[src/rtl/uart_pkg.sv]
// Shared UART lab definitions: byte width, bit timing and the transmit
// sequencer state set used by the rx-to-tx bridge.
package uart_pkg;

  localparam int unsigned DATA_W_DEF = 8;
  localparam int unsigned BIT_CLKS   = 432;

  typedef enum logic [1:0] {
    IDLE      = 2'd0,
    LAUNCH    = 2'd1,
    WAIT_RISE = 2'd2,
    WAIT_FALL = 2'd3
  } tx_state_t;

endpackage

[src/rtl/byte_sync_fifo.sv]
// Single-clock byte FIFO with occupancy count, count-derived flags and a
// sticky overflow flag for pushes that arrive while full.
module byte_sync_fifo #(
  parameter int unsigned DEPTH  = 16,
  parameter int unsigned DATA_W = 8
) (
  input  logic                     clk,
  input  logic                     rst,
  input  logic                     push,
  input  logic [DATA_W-1:0]        din,
  input  logic                     pop,
  output logic [DATA_W-1:0]        dout,
  output logic [$clog2(DEPTH):0]   count,
  output logic                     empty,
  output logic                     full,
  output logic                     overflow,
  input  logic                     ovf_clr
);

  localparam int unsigned AW = $clog2(DEPTH);
  localparam int unsigned CW = AW + 1;

  logic [DATA_W-1:0] mem [DEPTH];
  logic [AW-1:0]     wr_ptr;
  logic [AW-1:0]     rd_ptr;
  logic              wr_ok;
  logic              rd_ok;

  assign empty = (count == '0);
  assign full  = (count == CW'(DEPTH));

  // Both decisions use the pre-edge count, so a pop never makes room for a
  // push on the same edge and a push never feeds a pop on the same edge.
  assign wr_ok = push && !full;
  assign rd_ok = pop && !empty;

  assign dout = mem[rd_ptr];

  always_ff @(posedge clk) begin
    if (wr_ok) begin
      mem[wr_ptr] <= din;
    end
  end

  always_ff @(posedge clk) begin
    if (rst) begin
      wr_ptr   <= '0;
      rd_ptr   <= '0;
      count    <= '0;
      overflow <= 1'b0;
    end else begin
      if (wr_ok) begin
        wr_ptr <= wr_ptr + AW'(1);
      end
      if (rd_ok) begin
        rd_ptr <= rd_ptr + AW'(1);
      end
      case ({wr_ok, rd_ok})
        2'b10:   count <= count + CW'(1);
        2'b01:   count <= count - CW'(1);
        default: count <= count;
      endcase
      if (push && full) begin
        overflow <= 1'b1;
      end else if (ovf_clr) begin
        overflow <= 1'b0;
      end
    end
  end

endmodule

[src/rtl/uart_rx_tx_bridge_fifo.sv]
// Buffers bytes from the UART receiver and replays them in order to the UART
// transmitter through a start/busy handshake with a busy-rise timeout.
module uart_rx_tx_bridge_fifo
  import uart_pkg::*;
#(
  parameter int unsigned DEPTH        = 16,
  parameter int unsigned DATA_W       = DATA_W_DEF,
  parameter int unsigned BUSY_TIMEOUT = 15
) (
  input  logic                     clk,
  input  logic                     rst,
  input  logic                     rx_data_ready,
  input  logic [DATA_W-1:0]        rx_data,
  input  logic                     tx_busy,
  output logic                     tx_start,
  output logic [DATA_W-1:0]        tx_data,
  output logic [$clog2(DEPTH):0]   fifo_count,
  output logic                     fifo_empty,
  output logic                     fifo_full,
  output logic                     overflow,
  input  logic                     ovf_clr
);

  localparam int unsigned TW = $clog2(BUSY_TIMEOUT + 1);

  tx_state_t         state;
  logic [TW-1:0]     rise_cnt;
  logic              pop;
  logic [DATA_W-1:0] fifo_dout;

  assign pop = (state == IDLE) && !fifo_empty && !tx_busy;

  byte_sync_fifo #(
    .DEPTH  (DEPTH),
    .DATA_W (DATA_W)
  ) u_fifo (
    .clk      (clk),
    .rst      (rst),
    .push     (rx_data_ready),
    .din      (rx_data),
    .pop      (pop),
    .dout     (fifo_dout),
    .count    (fifo_count),
    .empty    (fifo_empty),
    .full     (fifo_full),
    .overflow (overflow),
    .ovf_clr  (ovf_clr)
  );

  // tx_start is raised on the edge entering LAUNCH so it is high for exactly
  // the LAUNCH cycle; tx_data only changes on that same edge.
  always_ff @(posedge clk) begin
    if (rst) begin
      state    <= IDLE;
      tx_start <= 1'b0;
      tx_data  <= '0;
      rise_cnt <= '0;
    end else begin
      tx_start <= 1'b0;
      case (state)
        IDLE: begin
          if (pop) begin
            tx_data  <= fifo_dout;
            tx_start <= 1'b1;
            state    <= LAUNCH;
          end
        end
        LAUNCH: begin
          rise_cnt <= '0;
          state    <= WAIT_RISE;
        end
        WAIT_RISE: begin
          if (tx_busy) begin
            state <= WAIT_FALL;
          end else if (rise_cnt == TW'(BUSY_TIMEOUT - 1)) begin
            state <= IDLE;
          end else begin
            rise_cnt <= rise_cnt + TW'(1);
          end
        end
        WAIT_FALL: begin
          if (!tx_busy) begin
            state <= IDLE;
          end
        end
        default: state <= IDLE;
      endcase
    end
  end

endmodule

[config.mk]
export PLATFORM = sky130hd
export DESIGN_NAME = uart_rx_tx_bridge_fifo
export DESIGN_NICKNAME = d
export VERILOG_FILES = /design/src/rtl/uart_pkg.sv /design/src/rtl/byte_sync_fifo.sv /design/src/rtl/uart_rx_tx_bridge_fifo.sv
export SDC_FILE = /design/constraint.sdc
export NUM_CORES = 1
export LEC_CHECK = 0
export CORE_MARGIN = 3
export CORE_UTILIZATION = 30
export CTS_CLUSTER_DIAMETER = 30
export CTS_CLUSTER_SIZE = 25
export DETAILED_ROUTE_END_ITERATION = 16
export HOLD_SLACK_MARGIN = 0.1
export PLACE_DENSITY = 0.42
export SYNTH_ARGS = -nofsm -noshare
export SYNTH_HDL_FRONTEND = slang
export SYNTH_SLANG_ARGS = --single-unit
[constraint.sdc]
create_clock -name clk -period 3.5 [get_ports clk]
set_clock_uncertainty 0.05 [all_clocks]
set_input_delay 0.7 -clock clk [delete_from_list [all_inputs] [get_ports clk]]
set_output_delay 0.7 -clock clk [all_outputs]
set_load 0.01 [all_outputs]
# --- Word-level counts from Yosys, hierarchy flattened ---
# Memory sizes are Yosys's and may differ from the RTL's. A register that Yosys moved wholly into a read port is not among the register bits.
# Cells that the tools add are included.
op_classes:
  mul: 0
  shifts: 0
  n_lt_le_gt_ge: 0
  n_reduce_logical: 17
  addsub: 5
  n_mux: 14
  n_div: 0
  bitwise_logic: 1
  eq_ne: 12
op_table:
  columns: ["cell", "n"]
  rows:
  - ["adder 4 x 1 -> 4 bit, second input constant", 3]
  - ["case mux 5 bit (2 select lines)", 1]
  - ["two-way mux 2 bit", 4]
  - ["two-way mux 4 bit", 2]
  - ["case mux 2 bit (4 select lines)", 1]
  - ["case mux 4 bit (2 select lines)", 1]
  - ["equality test 2 bit, second input constant", 3]
  - ["inequality test 2 bit, second input constant", 3]
  - ["AND reduction 3 bit", 2]
  - ["nonzero test 2 bit", 3]
  - ["adder 5 x 1 -> 5 bit, second input constant", 1]
  - ["equality test 5 bit, second input constant", 1]
  - ["logical AND 1 bit", 5]
  - ["zero test 5 bit", 1]
  - ["two-way mux 1 bit", 5]
  - ["subtractor 5 x 1 -> 5 bit, second input constant", 1]
  - ["equality test 2 x 1 -> 1 bit, second input constant", 2]
  - ["equality test 4 bit, second input constant", 1]
  - ["zero test 1 bit", 3]
  - ["inequality test 3 bit, second input constant", 1]
  - ["zero test 2 bit", 1]
  - ["inequality test 2 x 1 -> 1 bit, second input constant", 1]
  - ["AND reduction 2 bit", 1]
  - ["OR reduction 2 bit", 1]
  - ["inverter 1 bit", 1]
totals:
  ram_bits: 128
  in_bits: 13
  rom_bits: 0
  wordCells: 57
  n_memories: 1
  latchBits: 0
  reg_bits: 21
mem_list:
  columns: ["name", "words", "width", "rd", "rd_ports_with_merged_regs", "wr", "line_no", "source"]
  rows:
  - ["u_fifo.mem", 16, 8, 1, 1, 1, "byte_sync_fifo.sv:23", "logic [DATA_W-1:0] mem [DEPTH];"]

# --- Logic depth before layout (Yosys ltp) ---
logic_depth:
  ltp_word: 7
  mapped_depth: 12

# --- Cells and area by module ---
# A second synthesis with hierarchy kept.
hier_totals:
  hier_cells: 383
  hier_area_um2: 6622.6
by_module_without_submodules:
  columns: ["mod", "cells_per_inst", "area_each_um2", "n_inst", "seq_area_each_um2"]
  rows:
  - ["byte_sync_fifo", 309, 5977.0, 1, 4204.0]
  - ["uart_rx_tx_bridge_fifo", 74, 645.6, 1, 300.3]

# --- Least setup slack after synthesis ---
# OpenSTA, ideal clock, no wires.
synth_path:
  kind: "input-to-reg"
  startpoint: "input tx_busy"
  endpoint: "register u_fifo.count[4]"
  arrival_time_ns: 2.734
  setup_slack_ns: 0.595
  cell_stages: 11
  n_path_buf: 2
  setup_time_ns: 0.121
  cell_sequence: "nor3_1 a21boi_2 buf_2 ha_1 buf_2 xor2_1 ha_1 a21oi_1 a32oi_1 a31oi_1 mux2_2"
synth_via:
  elab_chain_cells: 5
synth_lines:
  columns: ["element", "line_no", "source"]
  rows:
  - ["from (decl)", "uart_rx_tx_bridge_fifo.sv:14", "input logic tx_busy,"]
  - ["zero test 1 bit (*)", null, null]
  - ["logical AND 1 bit (*)", "uart_rx_tx_bridge_fifo.sv:31", "assign pop = (state == IDLE) && !fifo_empty && !tx_busy;"]
  - ["logical AND 1 bit (*)", "byte_sync_fifo.sv:35", "assign rd_ok = pop && !empty;"]
  - ["net u_fifo.rd_ok", "byte_sync_fifo.sv:27", "logic rd_ok;"]
  - ["equality test 2 x 1 -> 1 bit or equality test 2 bit (tied branches)", "byte_sync_fifo.sv:58", "case ({wr_ok, rd_ok})"]
  - ["case mux 5 bit (2 select lines) or nonzero test 2 bit (tied branches)", null, null]
  - ["to (signal assigned)", "byte_sync_fifo.sv:59", "2'b10: count <= count + CW'(1);"]
  - ["to (signal assigned)", "byte_sync_fifo.sv:60", "2'b01: count <= count - CW'(1);"]
  - ["to (signal assigned)", "byte_sync_fifo.sv:61", "default: count <= count;"]
  - ["to (decl)", "byte_sync_fifo.sv:13", "output logic [$clog2(DEPTH):0] count,"]
# The timed path passes the listed nets; every way through them passes the cells marked *.
# A chain may end at the register's enable or synchronous reset.

# --- Worst setup path in the final report ---
layout_path:
  startpoint: "register u_fifo.count[2]"
  endpoint: "output fifo_full"
layout_via:
  elab_chain_cells: 1
layout_lines:
  columns: ["element", "line_no", "source"]
  rows:
  - ["equality test 5 bit", "byte_sync_fifo.sv:30", "assign full = (count == CW'(DEPTH));"]
  - ["to (decl)", "uart_rx_tx_bridge_fifo.sv:19", "output logic fifo_full,"]
# Every way passes these cells.

==> flow_summary.json <==
{
  "portBuffers": 29,
  "yosysWarnings": 0,
  "fin_crit_ns": 2.91,
  "post_cts_buffers": 0,
  "clkLatencyLatePin_ns": 0.42,
  "vdd_drop_max_mv": 0.296,
  "path_class": "flip-flop to output port",
  "hp-start": "tx_data[6]$_SDFFE_PP0P_",
  "multiInputGateArea_mm2": 0.00182,
  "setup_viol": 0,
  "drive_gt1_frac": 0.166,
  "cts_sinks": 157,
  "cts_resized": 0,
  "synth_top_area_share": 0.599,
  "num_vias": 3591,
  "drc": 0,
  "area_growth_pct": 20.1,
  "fmax_ghz": 0.343,
  "grt_pass1_wl_mm": 23.0,
  "place.gp.congestion": 0.755,
  "synth_edf_count": 128,
  "fillerInstances": 1968,
  "viasPerCell": 4.81,
  "timing.slew.headroom": 0.508,
  "yosysTopAreaCell": "edfxtp_1",
  "worstSetupStartpointType": "flip-flop",
  "r2r_end": "u_fifo.count[4]$_SDFFE_PP0P_",
  "crit_family": "simple AND/OR/NAND/NOR gates",
  "crit_chain": "or4_4 -> nor2_1 -> clkdlybuf4s50_1",
  "holdWs_ns": 0.471,
  "cts_max_level": 4,
  "utilization": 0.374,
  "cts_tree": "built",
  "status": "finished, final reports clean",
  "clk_path_buf_depth": 2,
  "power_leakage_uw": 0.00247,
  "wirelength_mm": 15.1,
  "drtIter0Drc": 204,
  "yosys_register_bits": 157,
  "async_flop_share": 0,
  "std_cell_rows": 52,
  "critPathSlowestCell": "or4_4",
  "synth_area_leaders": "edfxtp_1 60%, dfxtp_1 9.0%, mux2i_1 6.7%",
  "critPathCaptureType": "output port",
  "slew_violations": 0,
  "grt_overflow": 0,
  "final_cells": 747,
  "tns_ns": 0,
  "die-area_mm2": 0.0232,
  "r2r_slack_ns": 0.84,
  "die_h_um": 152,
  "final_nets": 487,
  "tightestPinTransition_ns": 0.737,
  "grt_max_degree": 55,
  "power.density_mw_per_mm2": 665,
  "min_to": "tx_data[6]$_SDFFE_PP0P_",
  "post-place-ws_ns": 0.246,
  "cap_violations": 0,
  "cpPeakStageDelay_ns": 0.59,
  "yosysUniqueCellTypes": 44,
  "dp_cells": 715,
  "regArea_mm2": 0.00443,
  "n_antenna_cell": 0,
  "track_usage": 0.133,
  "hold_path_depth": 2,
  "avgSynthCellArea_um2": 15.4,
  "worstReg2RegStart": "u_fifo.count[2]$_SDFFE_PP0P_",
  "syn_nets": 440,
  "cts_inserted_buffers": 17,
  "coreArea_mm2": 0.0206,
  "cp_max_fo": 12,
  "drt-pass1-iter-count": 4,
  "synth-main-ff-cell": "edfxtp_1",
  "rsz0062_at_grt": "no",
  "syn_inst": 417,
  "crit_arrival_ns": 2.16,
  "worst-path-buf-inv": 1,
  "grt_pass1_vias": 3715,
  "hold_buffers": 0,
  "clk_pin_slew_ns": 0.07,
  "hold_viol_final": 0,
  "hold_class": "flip-flop to flip-flop",
  "critPathRequiredTime_ns": 2.75,
  "cts-root-buf": "clkbuf_16",
  "dp_hpwl_mm": 9.58,
  "wire_per_inst_um": 20.1,
  "io_pins": 30,
  "finalCritPeriodShare": 0.833,
  "ant_nets": 0,
  "start_util": 0.311,
  "antenna_found_initial": 0,
  "yosysSeqAreaShare": 0.690,
  "fp.dieW_um": 152,
  "fin_ws_ns": 0.585,
  "worstRegToRegCells": 9,
  "synth_area_mm2": 0.00642
}
-- routing by layer --
metal	global-route usage	vias up	share of wire
met1	0.178	1812	0.47
met4	0.0475	0	0.016
li1	-	1697	-
met3	0.0364	16	0.039
met2	0.210	66	0.48
met5	0	-	0
-- through the flow --
| stage | cell area, um2 | power [uW] |
|---|---|---|
| 2_1_floorplan | 6420 | 2870 |
| 3_3_place_gp | 7090 | 3260 |
| 3_5_place_dp | 7090 | 3270 |
| 4_1_cts | 7700 | 5200 |
| 5_1_grt | 7700 | 5370 |
| 6_report | 7700 | 5120 |
-- state kept, by name (all words and copies together) (netlist names) --
| signal | cells |
|---|---|
| u_fifo.mem | 128 |
| tx_data | 8 |
| u_fifo.count | 5 |
| rise_cnt | 4 |
| u_fifo.rd_ptr | 4 |
| u_fifo.wr_ptr | 4 |
| state | 2 |
| tx_start | 1 |
| u_fifo.overflow | 1 |
-- synth_stat cells (all sizes together) (4+ instances only) --
| cell type | n |
|---|---|
| a21oi | 6 |
| a22oi | 4 |
| a311oi | 9 |
| buf | 22 |
| clkbuf | 4 |
| dfxtp | 29 |
| edfxtp | 128 |
| ha | 10 |
| inv | 6 |
| mux2 | 5 |
| mux2i | 43 |
| mux4 | 12 |
| nand2 | 11 |
| nor2 | 46 |
| nor2b | 5 |
| nor3 | 10 |
| o211ai | 4 |
| o22ai | 21 |
| xor2 | 9 |
-- power by group --
group | internal, uW | total (uW) | switching (uW)
registers | 2150 | 2270 | 123
logic | 433 | 943 | 510
clock network | 1140 | 1910 | 773
total | 3720 | 5120 | 1410
-- cells in the final DEF, fill, tap and decap left out, drive strengths merged, types with 12 or more instances in the layout --
cell type and n:
clkdlybuf4s50 29, mux4 12, o22ai 21, buf 25, edfxtp 128, nor2 46
dfxtp 29, clkbuf 18, mux2i 43
-- cell type report --
cell class                 count  share of cell area
inverter                       6             0.00292
multi-input combinational    228               0.236
clock inverter                14              0.0237
sequential                   157               0.574
clock buffer                  18              0.0557
timing repair buffer          54              0.0637
tap                          270              0.0439
-- worst max-delay path by stage --
stage | cells past startpoint | to | from | slack, ns
2_1_floorplan | 11 | u_fifo.count[4]$_SDFFE_PP0P_ | tx_busy | 0.60
3_3_place_gp | 10 | u_fifo.count[4]$_SDFFE_PP0P_ | tx_busy | 0.29
3_5_place_dp | 10 | u_fifo.count[4]$_SDFFE_PP0P_ | tx_busy | 0.25
4_1_cts | 3 | fifo_full | u_fifo.count[0]$_SDFFE_PP0P_ | 0.55
5_1_grt | 10 | u_fifo.count[4]$_SDFFE_PP0P_ | tx_busy | 0.47
6_report | 3 | fifo_full | u_fifo.count[2]$_SDFFE_PP0P_ | 0.59
-- cells by family (layout without fill, tap and decap cells) --
family	count (synthesis)	count (layout)	synth area share
xor gates and xnor gates	11	11	0.0150
and+or+nand+nor	96	96	0.0724
buffers and inverters	32	92	0.0275
adders and majority gates	10	10	0.0195
AOI/OAI and AO/OA	51	51	0.0581
DFF	157	157	0.690
muxes	60	60	0.118
-- worst min-delay path: cells and delay by family, from the launching register on --
family             cells  cell delay, ns
AOI/OAI and AO/OA      1            0.05
DFF                    1            0.31
and+or+nand+nor        1            0.11
(Power assumes the default switching activity.)
==> RTL edit: new RTL, same flow settings <==
Encoding of `tx_state_t`: now Gray code (2 bits for 4 states).
--- a/src/rtl/uart_pkg.sv
+++ b/src/rtl/uart_pkg.sv
@@ -6,10 +6,10 @@
   localparam int unsigned BIT_CLKS   = 432;
 
   typedef enum logic [1:0] {
-    IDLE      = 2'd0,
-    LAUNCH    = 2'd1,
-    WAIT_RISE = 2'd2,
-    WAIT_FALL = 2'd3
+    IDLE      = 2'b00,
+    LAUNCH    = 2'b01,
+    WAIT_RISE = 2'b11,
+    WAIT_FALL = 2'b10
   } tx_state_t;
 
 endpackage
Function: no difference found for any inputs over 4 cycles, from zero or initial values and one cycle with rst high; so few cycles prove little.
==> RTL edit against the unedited design <==
- area after synthesis rose by 1.1%
- clock power down 2%
- sequential cell count stayed put
- total power is 1.7% lower
- design area is 1.3% higher
- worst setup slack got worse by 20 ps
- global-route usage is 0.36 points lower
- wire length down 0.84%
- critical path type is now input pin to register
- largest power group unchanged
- highest routed layer unchanged
==> RTL edit: results (changes against the unedited design) <==
Detailed routing
  • Met3 Routed Length: 426 microns (-27%)
  • DR iter-0 viols: 184 (-9.8%)
  • DR vias/cell: 4.73 (-1.6%)
  • Wire length per cell: 19.1 microns (-5.4%)
  • Met2 WL: 6990 microns (-2.5%)

Power and ir drop
  • Sequential Power Share: 0.451 (+0.008)
  • Internal power: 3690 uW (-0.83%)

Setup path
  • Crit path DAT: 3190 ps (+1030 ps)
  • Setup crit start: tx_busy
  • CP endpoint kind: register
  • Crit path max fanout: 24 (+12)
  • Worst path slowest cell: clkdlybuf4s50_1
  • Top Family by Delay on Critical Path: buffers and inverters
  • Slowest stage delay, CP: 460 ps (-130 ps)
  • Cell depth of the worst flop-to-flop path: 8 (-1)
  • R2r setup slk: 600 ps (-240 ps)

Status
  • Status: complete, no violations

Logic synthesis
  • Register area share after synthesis: 0.682 (-0.00758)
  • Post-synthesis net count: 470 (+6.8%)
  • Synth unique cells: 48 (+9.1%)
  • Synth top cells by count: edfxtp_1, mux2i_1, nor2_1

Global route
  • Met2 Use GR: 0.202 (-0.00835)
  • Vias in the first global route: 3684 (-0.83%)
  • First-pass GRT wire length: 22800 microns (-0.69%)
  • Met1 GRT Util: 0.184 (+0.00588)
  • Largest net degree at the start of global routing: 31 (-44%)

Cells and area
  • Share of cells above drive strength 1: 0.130 (-0.0357)
  • Final Net Count: 518 (+6.4%)
  • Antenna cell count: 0 (unchanged)

Placed design
  • Routability congestion estimate: 0.701 (-7.3%)

Worst hold path
  • HP Start: tx_data[2]
  • Hold Path End: tx_data[2]

Clock tree
  • Root Driver: clkbuf_16

Timing
  • Hold WS: 456 ps (-15.5 ps)
  • Worst Max-Slew Pin Slew: 752 ps (+14.5 ps)
[RTL edit: cells by family (layout without fill, tap and decap cells)]
family                   Yosys count  after routing  share of synthesized area
AO/OA/AOI/OAI                     80             80                     0.0905
XOR/XNOR                           7              7                    0.00945
adder cells (fa/ha/maj)           10             10                     0.0193
buffers and inverters             33             94                     0.0231
flip-flops                       157            157                      0.682
multiplexers                      70             70                      0.108
AND/OR/NAND/NOR                   90             90                     0.0673
[RTL edit: through the flow]
stage	setup WS (ps)	cells	util	area, sq um	power (uW)
floorplan	284	447	-	6490	2840
global placement	190	751	0.341	7210	3200
detailed placement	141	751	0.341	7210	3220
CTS	580	783	0.369	7800	5100
global route	395	783	0.369	7800	5270
finish	565	783	0.369	7800	5040
[RTL edit: final cells by class]
class	instances	area [sq um]
fill	2039	13400
sequential	157	4430
multi-input combinational	257	1910
timing repair buffer	54	490
clock buffer	19	433
tap	275	344
clock inverter	13	164
inverter	8	30.0
